===== config.mk =====
export PLATFORM = sky130hd
export DESIGN_NAME = oled_spi_decoder
export DESIGN_NICKNAME = d
export VERILOG_FILES = /design/src/rtl/oled_spi_decoder.sv
export SDC_FILE = /design/constraint.sdc
export NUM_CORES = 1
export LEC_CHECK = 0
export CORE_MARGIN = 4
export CORE_UTILIZATION = 40
export CTS_BUF_LIST = sky130_fd_sc_hd__clkbuf_2 sky130_fd_sc_hd__clkbuf_4 sky130_fd_sc_hd__clkbuf_8
export CTS_CLUSTER_DIAMETER = 80
export DETAILED_ROUTE_END_ITERATION = 7
export PLACE_DENSITY = 0.54
export SLEW_MARGIN = 20
export SYNTH_ARGS = -nofsm -noshare
export SYNTH_HDL_FRONTEND = slang
export SYNTH_SLANG_ARGS = --single-unit

===== constraint.sdc =====
create_clock -name clock -period 2 [get_ports clock]
set_input_delay 0.3 -clock clock [delete_from_list [all_inputs] [get_ports clock]]
set_output_delay 0.3 -clock clock [all_outputs]
set_load 0.05 [all_outputs]

===== src/rtl/oled_spi_decoder.sv =====
// oled_spi_decoder: turns the SSD1306-style serial stream into framebuffer writes and display-control registers.
module oled_spi_decoder #(
    parameter int IDLE_TIMEOUT = 1024,
    parameter int TIMEOUT_W    = 11
) (
    input  logic       clock,
    input  logic       reset_n,
    input  logic       oled_clk,
    input  logic       oled_data,
    input  logic       oled_dc,
    output logic       fb_we,
    output logic [9:0] fb_addr,
    output logic [7:0] fb_data,
    output logic       frame_done,
    output logic       display_on,
    output logic       invert,
    output logic [7:0] contrast
);
    localparam logic [TIMEOUT_W-1:0] IDLE_MAX = TIMEOUT_W'(IDLE_TIMEOUT);
    typedef enum logic [1:0] {IDLE, ARG1, ARG2} state_t;
    state_t state, state_n;
    logic clk_m, clk_s, clk_p, data_m, data_s, dc_m, dc_s;
    logic [7:0] shift, rx_byte, cmd;
    logic [2:0] bit_cnt, page, page_start, page_end;
    logic [6:0] col, col_start, col_end;
    logic [TIMEOUT_W-1:0] idle_cnt;
    logic rx_valid, rx_dc, rise, takes_arg;
    assign rise = clk_s & ~clk_p;
    always_ff @(posedge clock or negedge reset_n) begin
        if (!reset_n) begin
            {clk_m, clk_s, clk_p, data_m, data_s, dc_m, dc_s} <= '0;
            shift    <= '0;
            rx_byte  <= '0;
            rx_dc    <= 1'b0;
            rx_valid <= 1'b0;
            bit_cnt  <= '0;
            idle_cnt <= '0;
        end else begin
            {clk_p, clk_s, clk_m} <= {clk_s, clk_m, oled_clk};
            {data_s, data_m}      <= {data_m, oled_data};
            {dc_s, dc_m}          <= {dc_m, oled_dc};
            rx_valid <= 1'b0;
            if (rise) begin
                shift    <= {shift[6:0], data_s};
                bit_cnt  <= bit_cnt + 3'd1;
                idle_cnt <= '0;
                if (bit_cnt == 3'd7) begin
                    rx_valid <= 1'b1;
                    rx_byte  <= {shift[6:0], data_s};
                    rx_dc    <= dc_s;
                end
            end else if (idle_cnt != IDLE_MAX) begin
                idle_cnt <= idle_cnt + 1'b1;
            end else if (bit_cnt != 3'd0) begin
                bit_cnt <= '0;
            end
        end
    end
    always_comb begin
        takes_arg = rx_byte inside {8'h21, 8'h22, 8'h81, 8'h20, 8'h8D, 8'hA8,
                                    8'hD3, 8'hD5, 8'hD9, 8'hDA, 8'hDB};
        state_n = state;
        if (rx_valid) begin
            if (rx_dc)
                state_n = IDLE;
            else if (state == IDLE)
                state_n = takes_arg ? ARG1 : IDLE;
            else if (state == ARG1)
                state_n = (cmd == 8'h21 || cmd == 8'h22) ? ARG2 : IDLE;
            else
                state_n = IDLE;
        end
    end
    always_ff @(posedge clock or negedge reset_n) begin
        if (!reset_n) state <= IDLE;
        else          state <= state_n;
    end
    always_ff @(posedge clock or negedge reset_n) begin
        if (!reset_n) begin
            fb_we      <= 1'b0;
            fb_addr    <= '0;
            fb_data    <= '0;
            frame_done <= 1'b0;
            display_on <= 1'b0;
            invert     <= 1'b0;
            contrast   <= 8'h7F;
            cmd        <= '0;
            col        <= '0;
            col_start  <= '0;
            col_end    <= 7'd127;
            page       <= '0;
            page_start <= '0;
            page_end   <= 3'd7;
        end else begin
            fb_we      <= 1'b0;
            frame_done <= 1'b0;
            if (rx_valid && rx_dc) begin
                fb_we   <= 1'b1;
                fb_data <= rx_byte;
                fb_addr <= {page, col};
                // start > end windows simply wrap at the field width
                if (col != col_end) begin
                    col <= col + 7'd1;
                end else begin
                    col <= col_start;
                    if (page != page_end) begin
                        page <= page + 3'd1;
                    end else begin
                        page       <= page_start;
                        frame_done <= 1'b1;
                    end
                end
            end else if (rx_valid) begin
                case (state)
                    IDLE: begin
                        cmd <= rx_byte;
                        if (rx_byte[7:1] == 7'h57) display_on <= rx_byte[0];
                        if (rx_byte[7:1] == 7'h53) invert <= rx_byte[0];
                    end
                    ARG1: begin
                        if (cmd == 8'h21) col_start <= rx_byte[6:0];
                        if (cmd == 8'h22) page_start <= rx_byte[2:0];
                        if (cmd == 8'h81) contrast <= rx_byte;
                    end
                    ARG2: begin
                        if (cmd == 8'h21) begin
                            col_end <= rx_byte[6:0];
                            col     <= col_start;
                        end
                        if (cmd == 8'h22) begin
                            page_end <= rx_byte[2:0];
                            page     <= page_start;
                        end
                    end
                    default: ;
                endcase
            end
        end
    end
endmodule

==> flow_summary.toml <==
[worst_setup_path]
crit_family = "buffers and inverters"
path_max_fanout = 2
crit_chain = "clkdlybuf4s50_1"
cp-start-kind = "flip-flop"
timing.rr.start = "rx_dc$_DFFE_PN0P_"
crit_required_ns = 1.70
end_kind = "output port"
crit_buf_inv = 1
critical_path.max_stage_delay_ns = 0.81
startpoint = "fb_addr[1]$_DFFE_PN0P_"
critical_path_class = "reg2out"
crit_arrival_ns = 1.53
slowest_stage = "clkdlybuf4s50_1"

[sta]
tightest_slew_ns = 0.605
rsz0062_at_grt = "no"
max_freq_mhz = 545
finalHoldViolCount = 0
finalCritPeriodShare_pct = 91.7
finClkSkew_ns = 0.0137
relSlewSlack_pct = 59.5
fin_setup_tns_ns = 0
period_minus_slack_ns = 1.83
drv_slew = 0
fin_ws_ns = 0.165
finalSetupViolCount = 0
whs_ns = 0.355

[cells_and_area]
instances_no_fill = 579
layout.area.seq_um2 = 2720
final_nets = 443
antenna_cells = 0
fill_cells = 1058
syn_to_final_growth_pct = 17.7
multi_input_area_um2 = 1940
drive_gt1_share_pct = 30.5
final_area_um2 = 5580

[place]
pre_cts_slack_ns = 0.112
dpl_cell_area_um2 = 5310
dpl.hpwl_um = 6490
placed_cells = 562
routabilityCongestion = 0.813
port_buffers = 34

[routing]
routedWlPerCell_um = 15.6
vias = 3013
dr.pass1.iters = 4
drt-initial-drc-count = 141
antenna_left = 0
viasPerCell = 5.20
drc = 0
drt_wl_total_um = 9060

[floorplanning]
core_area_um2 = 11500
num_rows = 39
die-area_um2 = 13700
io_pins = 35
die_h_um = 117
initial_core_util_pct = 41.2
die_width_um = 117

[synthesis]
ys_top_cells_by_area = "dfrtp_1 48%, mux2_2 15%, dfstp_2 9.4%, nand2_1 3.2%, xor2_1 2.4%"
syn_area_per_cell_um2 = 12.3
ys_types = 49
synth_edf_count = 0
synthArstFlopShare_pct = 100
seq_area_frac_synth_pct = 57.4
yosysWarnings = 0
synthTopCellsByCount = "91 x dfrtp_1, 64 x mux2_2, 41 x nand2_1"
syn_nets = 398
netlist_instances = 386
synth_ff_type = "dfrtp_1"
yosys.area.top_type = "dfrtp_1"
ys_ff_latch = 108
syn_area_um2 = 4740
yosysTopAreaCellShare_pct = 48.0
synthMostInstantiatedCell = "dfrtp_1"

[cts]
cts_tree = "yes"
cts_num_sinks = 108
worstSkewPairLatency_ns = 0.37
cts_buffers = 9
htreeDepth = 3
cts-root-buf = "clkbuf_8"
cts_setup_buffers = 0
cts.path.max_buffers = 2
clk_pin_slew_ns = 0.09

[global_routing]
grt_remaining_overflow = 0
grt_pass1_wl_um = 15900
grt_start_max_net_pins = 29
grt_usage_pct = 15.1
first_global_vias = 3076
antenna_found_initial = 0

[pwr]
vdd.ir_drop.worst_mv = 0.531
power_density_nw_per_um2 = 832
p_leak_nw = 2.64

[run]
max_cap_viol_count = 0

[min_path]
hold_class = "reg2reg"
hp-start = "data_m$_DFF_PN0_"

[outcome]
status = "finished, final reports clean"
[metrics by stage]
| stage | util, % | total power, mW |
|---|---|---|
| after global placement | 46.1 | 3.20 |
| after detailed placement | 46.1 | 3.23 |
| final | 48.5 | 4.65 |
| after global routing | 48.5 | 4.91 |
| after CTS | 48.1 | 4.71 |
| after floorplan | - | 2.94 |
[where the power goes]
part | leakage [nW] | internal [mW] | total, mW | switching (mW)
combinational | 1.12 | 0.284 | 0.575 | 0.291
clock | 0.113 | 0.766 | 1.46 | 0.693
sequential | 1.41 | 2.35 | 2.61 | 0.264
total | 2.64 | 3.40 | 4.65 | 1.25
[state kept, by name (all words and copies together) (netlist names), 2 cells and up]
signal      count
state           2
bit_cnt         3
idle_cnt       11
page_end        3
page_start      3
fb_addr        10
contrast        8
rx_byte         8
fb_data         8
page            3
shift           7
col_start       7
col_end         7
col             7
cmd             8
[cell usage in the layout (no fill, tap or decap), types with 3 or more instances in the layout]
| master | synthesis | final |
|---|---|---|
| and3_1 | 4 | 4 |
| buf_4 | 2 | 18 |
| dlygate4sd2_1 | 0 | 4 |
| a21oi_1 | 6 | 6 |
| mux2i_1 | 4 | 4 |
| nor2_1 | 24 | 24 |
| nor4b_2 | 0 | 3 |
| xor2_1 | 13 | 13 |
| mux2_2 | 64 | 64 |
| nor4b_1 | 6 | 3 |
| o211ai_1 | 3 | 3 |
| dfrtp_1 | 91 | 91 |
| nand2_1 | 41 | 41 |
| inv_1 | 10 | 10 |
| o21ai_0 | 5 | 5 |
| nand3_1 | 16 | 16 |
| xnor2_1 | 6 | 6 |
| a31oi_1 | 5 | 4 |
| nor2b_1 | 5 | 5 |
| nor3_1 | 5 | 5 |
| clkdlybuf4s50_1 | 0 | 26 |
| clkbuf_8 | 0 | 10 |
| dfstp_2 | 17 | 17 |
| nand2b_1 | 3 | 3 |
| ha_1 | 7 | 7 |
[final timing paths]
| kind | end | slack [ns] | cells after the start |
|---|---|---|---|
| min in group asynchronous | fb_addr[4]$_DFFE_PN0P_ | 0.40 | 2 |
| max | fb_addr[1] | 0.17 | 1 |
| max reg2reg | page[0]$_DFFE_PN0P_ | 0.19 | 5 |
| min reg2reg | data_s$_DFF_PN0_ | 0.36 | 0 |
| min | data_s$_DFF_PN0_ | 0.36 | 0 |
| max in group asynchronous | col_end[2]$_DFFE_PN1P_ | 0.94 | 3 |
[repair_timing]
action | 4_1_cts | 5_1_grt
endpoints found under the setup margin | 4 | 5
hold endpoints to repair | 20 | 0
resized for setup | 4 | 6
hold buffers | 1 | 0
pin swaps | 0 | 0
[kinds of logic (layout without fill, tap and decap cells)]
| family | Yosys count | in the layout | synth area share [%] |
|---|---|---|---|
| AOI/OAI and AO/OA | 33 | 33 | 4.72 |
| xor gates and xnor gates | 19 | 19 | 3.51 |
| adders and majority gates | 7 | 7 | 1.85 |
| buffers and inverters | 27 | 77 | 2.72 |
| DFF | 108 | 108 | 57.4 |
| muxes | 68 | 68 | 16.0 |
| and+or+nand+nor | 124 | 124 | 13.7 |
[metal layers]
layer	wire [um]	vias to the layer above	GRT usage [%]
li1	-	1434	-
met1	4260	1514	20.4
met2	4340	55	24.2
met3	332	10	3.44
met4	128	0	4.74
met5	0	-	0
[area by class of cell]
| cell class | instances | share of cell area [%] |
|---|---|---|
| Clock inverter | 4 | 1.30 |
| Timing Repair Buffer | 51 | 8.60 |
| Clock buffer | 12 | 2.73 |
| Multi-Input combinational cell | 251 | 34.7 |
| Tap cell | 143 | 3.20 |
| Sequential cell | 108 | 48.8 |
| Inverter | 10 | 0.672 |
No activity file was read; power rests on OpenSTA's default activity.
